[src/rtl/pipe_hazard_ctrl_if.sv]
// Stall/flush control bundle between the pipeline datapath and pipe_hazard_ctrl.
// master: pipeline side (drives hazard inputs, receives enables/flushes).
// slave:  controller side.
interface pipe_hazard_ctrl_if;
   logic [4:0]  id_rs1;
   logic [4:0]  id_rs2;
   logic        id_use_rs1;
   logic        id_use_rs2;
   logic        ex_load_reg;
   logic [4:0]  ex_rd;
   logic        ex_redirect;
   logic        mem_req;
   logic        mem_ack;

   logic        pc_en;
   logic        en_if_id;
   logic        en_id_ex;
   logic        en_ex_mem;
   logic        en_mem_wb;
   logic        flush_if_id;
   logic        flush_id_ex;
   logic        flush_mem_wb;
   logic        busy;
   logic        err_timeout;
   logic [31:0] stall_cnt;
   logic [31:0] flush_cnt;

   modport master (
      output id_rs1, id_rs2, id_use_rs1, id_use_rs2, ex_load_reg, ex_rd, ex_redirect,
             mem_req, mem_ack,
      input  pc_en, en_if_id, en_id_ex, en_ex_mem, en_mem_wb, flush_if_id, flush_id_ex,
             flush_mem_wb, busy, err_timeout, stall_cnt, flush_cnt
   );

   modport slave (
      input  id_rs1, id_rs2, id_use_rs1, id_use_rs2, ex_load_reg, ex_rd, ex_redirect,
             mem_req, mem_ack,
      output pc_en, en_if_id, en_id_ex, en_ex_mem, en_mem_wb, flush_if_id, flush_id_ex,
             flush_mem_wb, busy, err_timeout, stall_cnt, flush_cnt
   );
endinterface

[src/rtl/pipe_hazard_ctrl.sv]
// Central stall/flush controller for the five-stage RV32I pipeline.
// Handles boot flushing, memory freezes (with optional timeout), EX redirects
// and load-use bubbles. Performance counters are built only when the macro
// PIPE_HAZ_PERF_EN is defined; otherwise stall_cnt/flush_cnt read as zero.
module pipe_hazard_ctrl #(
   parameter int unsigned BOOT_CYCLES = 4,
   parameter int unsigned MEM_TIMEOUT = 1024
) (
   input  logic               clk,
   input  logic               rst_n,
   pipe_hazard_ctrl_if.slave  hz
);

   typedef enum logic [1:0] {StBoot, StRun, StMemWait} state_e;

   localparam logic [7:0]  BootLast  = 8'(BOOT_CYCLES - 1);
   localparam logic [15:0] WaitLimit = 16'(MEM_TIMEOUT);
   localparam bit          TimeoutEn = (MEM_TIMEOUT != 0);

   state_e      state_q, state_d;
   logic [7:0]  boot_cnt_q, boot_cnt_d;
   logic [15:0] wcnt_q, wcnt_d;
   logic        err_q, err_d;

   logic load_use;
   logic freeze;     // memory stall outputs this cycle
   logic go;         // pipe free to apply redirect / load-use / normal flow
   logic redirect_fire;
   logic pc_en, en_if_id, en_id_ex, en_ex_mem, en_mem_wb;
   logic flush_if_id, flush_id_ex, flush_mem_wb;

   // Load-use detection; x0 never creates a dependency.
   always_comb begin
      load_use = hz.ex_load_reg && (hz.ex_rd != 5'd0) &&
                 ((hz.id_use_rs1 && (hz.id_rs1 == hz.ex_rd)) ||
                  (hz.id_use_rs2 && (hz.id_rs2 == hz.ex_rd)));
   end

   // Next-state logic: boot sequencing, memory freeze and timeout.
   always_comb begin
      state_d    = state_q;
      boot_cnt_d = boot_cnt_q;
      wcnt_d     = wcnt_q;
      err_d      = err_q;
      freeze     = 1'b0;
      go         = 1'b0;
      unique case (state_q)
         StBoot: begin
            boot_cnt_d = boot_cnt_q + 8'd1;
            if (boot_cnt_q == BootLast) state_d = StRun;
         end
         StRun: begin
            if (hz.mem_req && !hz.mem_ack) begin
               freeze  = 1'b1;
               wcnt_d  = 16'd1;
               state_d = StMemWait;
            end else begin
               go = 1'b1;
            end
         end
         StMemWait: begin
            if (hz.mem_ack) begin
               // Ack beats a simultaneous timeout.
               go      = 1'b1;
               state_d = StRun;
            end else if (TimeoutEn && (wcnt_q == WaitLimit)) begin
               err_d   = 1'b1;
               go      = 1'b1;
               state_d = StRun;
            end else begin
               freeze = 1'b1;
               wcnt_d = wcnt_q + 16'd1;
            end
         end
         default: state_d = StBoot;
      endcase
   end

   // Control outputs, combinational from state and hazard inputs.
   always_comb begin
      pc_en         = 1'b0;
      en_if_id      = 1'b0;
      en_id_ex      = 1'b0;
      en_ex_mem     = 1'b0;
      en_mem_wb     = 1'b0;
      flush_if_id   = 1'b0;
      flush_id_ex   = 1'b0;
      flush_mem_wb  = 1'b0;
      redirect_fire = 1'b0;
      if (state_q == StBoot) begin
         flush_if_id  = 1'b1;
         flush_id_ex  = 1'b1;
         flush_mem_wb = 1'b1;
      end else if (freeze) begin
         flush_mem_wb = 1'b1;
      end else if (go) begin
         if (hz.ex_redirect) begin
            {pc_en, en_if_id, en_id_ex, en_ex_mem, en_mem_wb} = 5'b11111;
            flush_if_id   = 1'b1;
            flush_id_ex   = 1'b1;
            redirect_fire = 1'b1;
         end else if (load_use) begin
            // en_id_ex is overridden by the ID/EX flush, which inserts the bubble.
            {en_id_ex, en_ex_mem, en_mem_wb} = 3'b111;
            flush_id_ex = 1'b1;
         end else begin
            {pc_en, en_if_id, en_id_ex, en_ex_mem, en_mem_wb} = 5'b11111;
         end
      end
   end

   // State, counters and sticky timeout flag.
   always_ff @(posedge clk or negedge rst_n) begin
      if (!rst_n) begin
         state_q    <= StBoot;
         boot_cnt_q <= 8'd0;
         wcnt_q     <= 16'd0;
         err_q      <= 1'b0;
      end else begin
         state_q    <= state_d;
         boot_cnt_q <= boot_cnt_d;
         wcnt_q     <= wcnt_d;
         err_q      <= err_d;
      end
   end

`ifdef PIPE_HAZ_PERF_EN
   logic [31:0] stall_cnt_q, stall_cnt_d, flush_cnt_q, flush_cnt_d;

   // Saturating performance counters.
   always_comb begin
      stall_cnt_d = stall_cnt_q;
      flush_cnt_d = flush_cnt_q;
      if ((state_q != StBoot) && !pc_en && (stall_cnt_q != 32'hFFFF_FFFF)) begin
         stall_cnt_d = stall_cnt_q + 32'd1;
      end
      if (redirect_fire && (flush_cnt_q != 32'hFFFF_FFFF)) begin
         flush_cnt_d = flush_cnt_q + 32'd1;
      end
   end

   // Counter registers.
   always_ff @(posedge clk or negedge rst_n) begin
      if (!rst_n) begin
         stall_cnt_q <= 32'd0;
         flush_cnt_q <= 32'd0;
      end else begin
         stall_cnt_q <= stall_cnt_d;
         flush_cnt_q <= flush_cnt_d;
      end
   end

   assign hz.stall_cnt = stall_cnt_q;
   assign hz.flush_cnt = flush_cnt_q;
`else
   assign hz.stall_cnt = 32'd0;
   assign hz.flush_cnt = 32'd0;
`endif

   assign hz.pc_en        = pc_en;
   assign hz.en_if_id     = en_if_id;
   assign hz.en_id_ex     = en_id_ex;
   assign hz.en_ex_mem    = en_ex_mem;
   assign hz.en_mem_wb    = en_mem_wb;
   assign hz.flush_if_id  = flush_if_id;
   assign hz.flush_id_ex  = flush_id_ex;
   assign hz.flush_mem_wb = flush_mem_wb;
   assign hz.busy         = (state_q != StRun);
   assign hz.err_timeout  = err_q;

endmodule

[src/flat_wrapper.sv]
// flat-port wrapper written by rule: the top's interface ports become plain ports
module pipe_hazard_ctrl_flat 
#(
   parameter int unsigned BOOT_CYCLES = 4,
   parameter int unsigned MEM_TIMEOUT = 1024
)
  (clk, rst_n, hz_id_rs1, hz_id_rs2, hz_id_use_rs1, hz_id_use_rs2, hz_ex_load_reg, hz_ex_rd, hz_ex_redirect, hz_mem_req, hz_mem_ack, hz_pc_en, hz_en_if_id, hz_en_id_ex, hz_en_ex_mem, hz_en_mem_wb, hz_flush_if_id, hz_flush_id_ex, hz_flush_mem_wb, hz_busy, hz_err_timeout, hz_stall_cnt, hz_flush_cnt);
  pipe_hazard_ctrl_if hz_i ();
  input  logic clk;
  input  logic rst_n;
  input wire logic [$bits(hz_i.id_rs1)-1:0] hz_id_rs1;
  input wire logic [$bits(hz_i.id_rs2)-1:0] hz_id_rs2;
  input wire logic [$bits(hz_i.id_use_rs1)-1:0] hz_id_use_rs1;
  input wire logic [$bits(hz_i.id_use_rs2)-1:0] hz_id_use_rs2;
  input wire logic [$bits(hz_i.ex_load_reg)-1:0] hz_ex_load_reg;
  input wire logic [$bits(hz_i.ex_rd)-1:0] hz_ex_rd;
  input wire logic [$bits(hz_i.ex_redirect)-1:0] hz_ex_redirect;
  input wire logic [$bits(hz_i.mem_req)-1:0] hz_mem_req;
  input wire logic [$bits(hz_i.mem_ack)-1:0] hz_mem_ack;
  output wire logic [$bits(hz_i.pc_en)-1:0] hz_pc_en;
  output wire logic [$bits(hz_i.en_if_id)-1:0] hz_en_if_id;
  output wire logic [$bits(hz_i.en_id_ex)-1:0] hz_en_id_ex;
  output wire logic [$bits(hz_i.en_ex_mem)-1:0] hz_en_ex_mem;
  output wire logic [$bits(hz_i.en_mem_wb)-1:0] hz_en_mem_wb;
  output wire logic [$bits(hz_i.flush_if_id)-1:0] hz_flush_if_id;
  output wire logic [$bits(hz_i.flush_id_ex)-1:0] hz_flush_id_ex;
  output wire logic [$bits(hz_i.flush_mem_wb)-1:0] hz_flush_mem_wb;
  output wire logic [$bits(hz_i.busy)-1:0] hz_busy;
  output wire logic [$bits(hz_i.err_timeout)-1:0] hz_err_timeout;
  output wire logic [$bits(hz_i.stall_cnt)-1:0] hz_stall_cnt;
  output wire logic [$bits(hz_i.flush_cnt)-1:0] hz_flush_cnt;
  assign hz_i.id_rs1 = hz_id_rs1;
  assign hz_i.id_rs2 = hz_id_rs2;
  assign hz_i.id_use_rs1 = hz_id_use_rs1;
  assign hz_i.id_use_rs2 = hz_id_use_rs2;
  assign hz_i.ex_load_reg = hz_ex_load_reg;
  assign hz_i.ex_rd = hz_ex_rd;
  assign hz_i.ex_redirect = hz_ex_redirect;
  assign hz_i.mem_req = hz_mem_req;
  assign hz_i.mem_ack = hz_mem_ack;
  assign hz_pc_en = hz_i.pc_en;
  assign hz_en_if_id = hz_i.en_if_id;
  assign hz_en_id_ex = hz_i.en_id_ex;
  assign hz_en_ex_mem = hz_i.en_ex_mem;
  assign hz_en_mem_wb = hz_i.en_mem_wb;
  assign hz_flush_if_id = hz_i.flush_if_id;
  assign hz_flush_id_ex = hz_i.flush_id_ex;
  assign hz_flush_mem_wb = hz_i.flush_mem_wb;
  assign hz_busy = hz_i.busy;
  assign hz_err_timeout = hz_i.err_timeout;
  assign hz_stall_cnt = hz_i.stall_cnt;
  assign hz_flush_cnt = hz_i.flush_cnt;
  pipe_hazard_ctrl #(.BOOT_CYCLES(BOOT_CYCLES), .MEM_TIMEOUT(MEM_TIMEOUT)) u_core (.clk(clk), .rst_n(rst_n), .hz(hz_i));
endmodule
[config.mk]
export PLATFORM = sky130hd
export DESIGN_NAME = pipe_hazard_ctrl_flat
export DESIGN_NICKNAME = d
export VERILOG_FILES = /design/src/rtl/pipe_hazard_ctrl_if.sv /design/src/rtl/pipe_hazard_ctrl.sv /design/src/flat_wrapper.sv
export SDC_FILE = /design/constraint.sdc
export NUM_CORES = 1
export LEC_CHECK = 0
export CORE_MARGIN = 10
export CORE_UTILIZATION = 46
export CTS_BUF_LIST = sky130_fd_sc_hd__clkbuf_4
export DETAILED_ROUTE_END_ITERATION = 6
export HOLD_SLACK_MARGIN = 0.1
export PLACE_DENSITY = 0.88
export SETUP_SLACK_MARGIN = 0.15
export SLEW_MARGIN = 30
export SYNTH_ARGS = -nofsm -noshare
export SYNTH_HDL_FRONTEND = slang
export SYNTH_SLANG_ARGS = --single-unit
[constraint.sdc]
create_clock -name clk -period 6.7 [get_ports clk]
set_input_delay 2.01 -clock clk [delete_from_list [all_inputs] [get_ports clk]]
set_output_delay 2.01 -clock clk [all_outputs]
set_load 0.01 [all_outputs]
Yosys cells after proc, flatten, opt, wreduce, memory -nomap -nowiden. Cells that the tools add are included. Widths: inputs -> output; s select.

Output and inout port bits: 74. Flip-flop bits (word level): 27. Input bits: 23. Word-level logic and storage cells: 68.

Multiplexer cells: 36. $add $sub $neg: 2. Reductions and logical operators: 13. Bitwise gates (word level): 1. Equality and inequality tests: 12.

Operators by type and width (number): $mux 16 (3); $pmux 16 s2 (1); $mux 1 (25); $add 16x1->16 const B (1); $eq 16x11->1 const B (1); $eq 5x5->1 (2); $add 8x1->8 const B (1); $eq 8x2->1 const B (1); $mux 2 (4); $ne 2x1->1 const B (3); $pmux 2 s3 (1); $reduce_and 3->1 (2); $logic_and 1x1->1 (5); $reduce_bool 5->1 (1); $ne 2x2->1 const B (2); $pmux 1 s2 (2); $reduce_and 4->1 (1); $ne 3x2->1 const B (1); $eq 2x1->1 const B (1); $eq 2x2->1 const B (1); $logic_not 2->1 (1); $reduce_bool 2->1 (1); $logic_not 1->1 (1); $logic_or 1x1->1 (1); $not 1->1 (1).

Depth between registers and ports, before layout.
Depth after elaboration: 9. Depth in mapped cells: 8. Mapped depth without buffers: 7.

Worst setup path after synthesis. No wires, ideal clock.

Path type: input to output. Start point: input hz_ex_rd[0]. End point: output hz_pc_en. Path slack: 1.469 ns. Data required time: 4.690 ns. Data arrival time: 3.221 ns. Cell stages on the path: 5. Path buffers: 1. Cells stage by stage: or4_1 o21ai_0 a21oi_1 a211oi_2 buf_4.

Cells in the longest elaborated chain, start to end: 9. Elaborated cells on any way between the ends: 13. Those cells by class: eq/ne (2); mux (5); reduce/logical (6).

RTL lines: start, declared (RTL line flat_wrapper.sv:16) `input wire logic [$bits(hz_i.ex_rd)-1:0] hz_ex_rd;`; $eq 5x5->1 (on tied branches) (RTL line pipe_hazard_ctrl.sv:35, pipe_hazard_ctrl.sv:36); $logic_and 1x1->1 (on tied branches) (RTL line pipe_hazard_ctrl.sv:35, pipe_hazard_ctrl.sv:36); $logic_or 1x1->1 (RTL line pipe_hazard_ctrl.sv:35) `((hz.id_use_rs1 && (hz.id_rs1 == hz.ex_rd)) ||`; $logic_and 1x1->1 * (RTL line pipe_hazard_ctrl.sv:34) `load_use = hz.ex_load_reg && (hz.ex_rd != 5'd0) &&`; $mux 1 * (5 in series); end, declared (RTL line flat_wrapper.sv:20) `output wire logic [$bits(hz_i.pc_en)-1:0] hz_pc_en;`.

Every way passes the cells marked *; elsewhere a longest branch is shown, timed or not.

Worst setup path in the final report.
Start point: input hz_ex_rd[1]. End point: output hz_flush_id_ex.

Cells in the longest elaborated chain, start to end: 9. Elaborated cells on any way between the ends: 13. Those cells by class: eq/ne (2); mux (5); reduce/logical (6).

RTL lines: $eq 5x5->1 (on tied branches) (RTL line pipe_hazard_ctrl.sv:35, pipe_hazard_ctrl.sv:36); $logic_and 1x1->1 (on tied branches) (RTL line pipe_hazard_ctrl.sv:35, pipe_hazard_ctrl.sv:36); $logic_or 1x1->1 (RTL line pipe_hazard_ctrl.sv:35); $logic_and 1x1->1 * (RTL line pipe_hazard_ctrl.sv:34); $mux 1 * (RTL line pipe_hazard_ctrl.sv:102) `end else if (load_use) begin`; $mux 1 * (RTL line pipe_hazard_ctrl.sv:97) `if (hz.ex_redirect) begin`; $mux 1 * (RTL line pipe_hazard_ctrl.sv:96) `end else if (go) begin`; $mux 1 * (RTL line pipe_hazard_ctrl.sv:94) `end else if (freeze) begin`; $mux 1 * (RTL line pipe_hazard_ctrl.sv:90) `if (state_q == StBoot) begin`; end, declared (RTL line flat_wrapper.sv:26) `output wire logic [$bits(hz_i.flush_id_ex)-1:0] hz_flush_id_ex;`.

Marked as above.

==> results.toml <==
[setup_path]
cp_slowest_stage_delay_ns = 0.56
path_common_cell = "sky130_fd_sc_hd__clkdlybuf4s50_1"
regToRegEndpoint = "u_core.wcnt_q[4]"
setup.worst_path.end_class = "output pin"
required_ns = 4.69
reg2reg_slack_ns = 4.71
timing.setup.critical_path_class = "in2out"
worstRegToRegCells = 7
cp_cell_sequence = "clkdlybuf4s50_1, xor2_1, nor4_1, nand3_1, a21oi_1, a2bb2oi_1, clkdlybuf4s50_1"
regToRegStartpoint = "u_core.state_q[1]"
worst-path-max-fanout = 3
slowest_stage = "sky130_fd_sc_hd__clkdlybuf4s50_1"
nature_of_the_critical_path_startpoint = "input pin"
worstPathArrival_ns = 4.20

[clocking]
worstSkewPairLatency_ns = 0.35
cts_made_buffers = 3
path_clk_slew_ns = 0.16
number_of_sinks_handled_by_clock_tree_synthesis = 27
tritoncts = "built"
h-tree-depth = 1
postCtsSetupRepairBufs = 0
clk_path_buf_depth = 2
cts_resized = 0
ctsRootBufferMaster = "sky130_fd_sc_hd__clkbuf_4"
cts-hold-fix-buffers = 0

[yosys]
yosys.area.top_type_share_pct = 32.2
yosys_warnings = 0
synth_seq_area_share_pct = 32.2
synthDominantAreaCellType = "sky130_fd_sc_hd__dfrtp_1"
synth_cell_types = 38
ys.flop_type = "sky130_fd_sc_hd__dfrtp_1"
synthesis.area_per_instance_um2 = 9.21
synth.area.top_cells = "sky130_fd_sc_hd__dfrtp_1, sky130_fd_sc_hd__buf_4, sky130_fd_sc_hd__xor2_1"
post_synth_edffs = 0
syn_inst = 228
syn_area_um2 = 2100
flops_latches_synth = 27
synthArstFlopShare_pct = 100

[timing]
final_period_minus_worst_setup_slack_ns = 6.21
fin_tns_setup_ns = 0
timing.final.setup_violations = 0
rsz_0062_raised_after_global_routing = "no"
maxClockFrequency_ghz = 0.161
slew_violations = 0
worst_slew_margin_rel_pct = 59.2
period_share_pct = 92.7
hold_slack_ns = 0.482
final-hold-violation-count = 0
timing_worst_slew_pin_value_ns = 0.612
fin_worst_skew_ns = 0.0114

[drt]
number_of_drc_markers_in_iteration_0 = 128
vias_per_cell = 4.61
routed_wire_length_per_instance_um = 14.5
drcViolationCount = 0
first_pass_iters = 4
finalWirelength_um = 4470
detailroute.via_count = 1425
number_of_nets_still_failing_antenna_checks_after_routing = 0

[power_and_ir_drop]
vdd_ir_drop_max_mv = 0.126
power_density_nw_per_um2 = 281
total_leakage_power_uw = 0.00110

[floorplan]
floorplan.die_area_um2 = 7670
top_level_ports = 97
dieWidth_um = 87.6
rows = 24
die_h_um = 87.6
core_um2 = 4380
initial_core_util_pct = 47.9

[place]
gp_routability_congestion = 0.845
port-buffer-count = 32
place_hpwl_um = 3690

[hold_path]
hold_class = "reg2reg"
hold-path-cell-count = 1
hold_end = "u_core.boot_cnt_q[7]"
hp-start = "u_core.boot_cnt_q[7]"

[grt]
globalRoute.totalOverflow = 0
grt_max_degree = 28
vias_in_the_first_global_route = 1438
global_route.usage.total_pct = 11.1
first_pass_grt_wire_length_um = 6850
grt_antenna_before_repair = 0

[final_layout]
layout_commonest_cell = "sky130_fd_sc_hd__conb_1"
layout.nets = 288
drive_above_1_share_pct = 5.45
mostFrequentLayoutCells = "sky130_fd_sc_hd__conb_1, sky130_fd_sc_hd__clkdlybuf4s50_1, sky130_fd_sc_hd__dfrtp_1, sky130_fd_sc_hd__xor2_1, sky130_fd_sc_hd__nor2_1"
insertedDiodeCount = 0
area_overhead_vs_synth_pct = 6.62
filler_cell_count = 400

[run]
timing.max_cap.violations = 0

[run_status]
outcome = "complete, no violations"
-- critical path: cells and delay by family --
family | cells | cell delay (ns)
simple gates | 2 | 0.48
buf+inv | 2 | 1.03
compound gates | 2 | 0.47
xor+xnor | 1 | 0.20
-- where the power goes --
| part | internal [uW] | switching, uW |
|---|---|---|
| registers | 200 | 41.5 |
| clock network | 22.6 | 52.9 |
| logic | 149 | 164 |
| total | 371 | 259 |
-- worst max path at each step --
stage,from,to,cells after the start
final,hz_ex_rd[1],hz_flush_id_ex,7
after global placement,hz_ex_rd[0],hz_en_if_id,6
after floorplan,hz_ex_rd[0],hz_pc_en,5
after global routing,hz_ex_rd[1],hz_flush_id_ex,7
after CTS,hz_ex_rd[1],hz_flush_id_ex,7
after detailed placement,hz_ex_rd[1],hz_flush_id_ex,7
-- per-stage QoR --
stage	std cells	util [%]	instance area [um2]	total power [uW]	worst slack (ns)
2_1_floorplan	291	-	2340	469	1.47
3_3_place_gp	305	50.4	2210	541	0.645
3_5_place_dp	305	50.4	2210	555	0.509
4_1_cts	309	51.0	2240	631	0.480
5_1_grt	309	51.1	2240	673	0.427
6_report	309	51.1	2240	630	0.490
-- layout make-up --
| cell class | count | area [um2] | area share [%] |
|---|---|---|---|
| repair buffers | 33 | 328 | 14.6 |
| clock inverters | 1 | 5.00 | 0.224 |
| clock buffers | 3 | 22.5 | 1.01 |
| multi-input cells | 185 | 1110 | 49.7 |
| flip-flops and latches | 27 | 676 | 30.2 |
| well taps | 52 | 65.1 | 2.91 |
| inverters | 8 | 30.0 | 1.34 |
-- flip-flops by register name, summed over array words and instances (netlist names) --
signal	count
u_core.state_q	2
u_core.boot_cnt_q	8
u_core.hz.err_timeout	1
u_core.wcnt_q	16
-- kinds of logic after synthesis --
group                      after synthesis  share of synthesized area (%)
DFF                                     27                           32.2
other                                    1                          0.179
and+or+nand+nor                         66                           18.1
muxes                                    4                           2.03
AOI/OAI and AO/OA                       13                           4.23
xor gates and xnor gates                31                           12.9
buffers and inverters                   79                           26.2
adders and majority gates                7                           4.17
-- synth_stat cells, types with 3 or more instances --
library cell / count
sky130_fd_sc_hd__buf_4: 67
sky130_fd_sc_hd__dfrtp_1: 27
sky130_fd_sc_hd__xor2_1: 22
sky130_fd_sc_hd__nor2_1: 20
sky130_fd_sc_hd__nand3_1: 12
sky130_fd_sc_hd__nand2_1: 9
sky130_fd_sc_hd__xnor2_1: 9
sky130_fd_sc_hd__inv_1: 8
sky130_fd_sc_hd__ha_1: 7
sky130_fd_sc_hd__nand4_1: 6
sky130_fd_sc_hd__a21oi_1: 5
sky130_fd_sc_hd__and4_1: 3
sky130_fd_sc_hd__nor4_1: 3
-- metal layers --
metal | share of wire [%] | global-route usage [%] | vias up
met4 | 2.5 | 5.51 | 0
met2 | 53 | 20.2 | 59
met5 | 0 | 0 | -
li1 | - | - | 683
met1 | 36 | 11.6 | 674
met3 | 8.4 | 2.79 | 9
No activity file was read; power rests on OpenSTA's default activity.
==> edit (config.mk and constraints unchanged) <==
Build with the macro `PIPE_HAZ_PERF_EN` defined.
--- a/src/rtl/pipe_hazard_ctrl.sv
+++ b/src/rtl/pipe_hazard_ctrl.sv
@@ -3,4 +3,6 @@
 // and load-use bubbles. Performance counters are built only when the macro
 // PIPE_HAZ_PERF_EN is defined; otherwise stall_cnt/flush_cnt read as zero.
+`define PIPE_HAZ_PERF_EN
+
 module pipe_hazard_ctrl #(
    parameter int unsigned BOOT_CYCLES = 4,
Check against the original RTL: not equivalent (Yosys sat finds a counterexample within 10 cycles, from zero or initial values and one cycle with rst_n low).
==> edit against the unedited design <==
Synthesized cell count is 110% higher; area after synthesis is 130% higher; fmax is 2.0% lower; non-clock buffer count is 65 higher; power grew to 2.9 times the old value; highest routed layer unchanged; sequential power grew to 3.3 times the old value; wire length grew to 2.6 times the old value; clock skew is 0.015 ns higher; final area grew to 2.7 times the old value; worst setup slack worse by 0.13 ns; sequential cell count is 64 higher; sequential share of layout area is 8.1 points higher; worst hold slack better by 0.0054 ns.
==> edit: results (changes against the unedited design) <==
count of routing violations after the opening detailed-route iteration=168 (+31%); worst-case vdd ir drop=0.183 mV (+45%); Critical Path Source=hz_ex_rd[0]; total instance count after detailed placement=688 (+130%); wire length of the first global-routing pass=19,500 microns (+180%); clock-pin slew reported for the worst setup and hold paths after clock tree synthesis=0.13 ns (-0.03 ns); Vias/cell=5.46 (+18%); number of CTS-inserted buffers=9 (+6); aggregate global-route resource usage=0.158 (+0.0465); weighted congestion reported at the end of routability-driven placement=0.878 (+3.9%); status=finished clean; antenna violations before repair=1 (+1); biggest area contributors in the synthesized netlist=sky130_fd_sc_hd__dfrtp_1 (48%), sky130_fd_sc_hd__xor2_1 (9.6%), sky130_fd_sc_hd__xnor2_1 (6.7%); reg2reg start=u_core.hz.stall_cnt[0]$_DFFE_PN0P_; stage delay of the slowest cell on the critical path=0.61 ns (+0.05 ns); part of the Yosys area used for sequential elements=0.482 (+0.160); Final Hold Slack=0.488 ns (+0.00543 ns); Gate Count Post-Synth=471 (+110%); Total Nets Final=598 (+110%); count of input and output buffers=96 (+200%); maximum number of pins on one net before global-route repair=88 (+210%); flop-to-flop setup slack=3.99 ns (-0.72 ns); LEAKAGE=2.41 nW (+120%); dpl cell area=5810 sq um (+160%); normalized max-slew margin=0.435 (-0.157); number of distinct standard cells referenced by the synthesized netlist=46 (+21%); clock latency reported for the late side of the worst-skew pair=0.44 ns (+0.09 ns); worst reg2reg path depth=6 (-1); Max H-tree Level=3 (+2); Worst EP arrival=4.33 ns (+0.13 ns); ranking of synthesized cells by instance count=sky130_fd_sc_hd__dfrtp_1 (91), sky130_fd_sc_hd__xor2_1 (52), sky130_fd_sc_hd__nand2_1 (39), sky130_fd_sc_hd__xnor2_1 (36), sky130_fd_sc_hd__nor3_1 (35); vias in the first global route=3,980 (+180%)
## edit: worst min path at each step
stage               cells past startpoint                                 to                              start
CTS                                     1  u_core.hz.err_timeout$_DFFE_PN0P_  u_core.hz.err_timeout$_DFFE_PN0P_
floorplan                               1   u_core.boot_cnt_q[7]$_DFFE_PN0P_   u_core.boot_cnt_q[7]$_DFFE_PN0P_
global placement                        1  u_core.hz.err_timeout$_DFFE_PN0P_  u_core.hz.err_timeout$_DFFE_PN0P_
global route                            1   u_core.boot_cnt_q[7]$_DFFE_PN0P_   u_core.boot_cnt_q[7]$_DFFE_PN0P_
detailed placement                      1  u_core.hz.err_timeout$_DFFE_PN0P_  u_core.hz.err_timeout$_DFFE_PN0P_
finish                                  1   u_core.boot_cnt_q[7]$_DFFE_PN0P_   u_core.boot_cnt_q[7]$_DFFE_PN0P_
## edit: logic make-up after synthesis
logic type | count (synthesis) | synth area share
AO/OA/AOI/OAI | 33 | 0.0447
XOR/XNOR | 88 | 0.163
adder cells (fa/ha/maj) | 9 | 0.0238
buffers and inverters | 33 | 0.0310
flip-flops | 91 | 0.482
multiplexers | 5 | 0.0116
AND/OR/NAND/NOR | 212 | 0.244
## edit: through the flow
step           setup WS [ns]   util
3_3_place_gp           0.468  0.585
6_report               0.361  0.600
5_1_grt                0.250  0.600
2_1_floorplan           1.28      -
3_5_place_dp           0.363  0.586
4_1_cts                0.354  0.600
## edit: cell type report
class	instances	area, sq um
Multi-Input combinational cell	347	2310
Tap cell	133	166
Inverter	19	71.3
Clock buffer	11	82.6
Antenna cell	1	2.50
Timing Repair Buffer	98	977
Clock inverter	5	53.8
Fill cell	827	3960
Sequential cell	91	2280
## edit: routing by layer
| metal | wire length, microns | GRT usage |
|---|---|---|
| met1 | 4880 | 0.186 |
| met2 | 5970 | 0.275 |
| met3 | 538 | 0.0321 |
| met4 | 123 | 0.0618 |
| met5 | 0 | 0 |
## edit: report_power, final
group	internal [W]	switching (W)
clock network	0.000121	0.000182
logic	0.000344	0.000383
registers	0.000654	0.000132
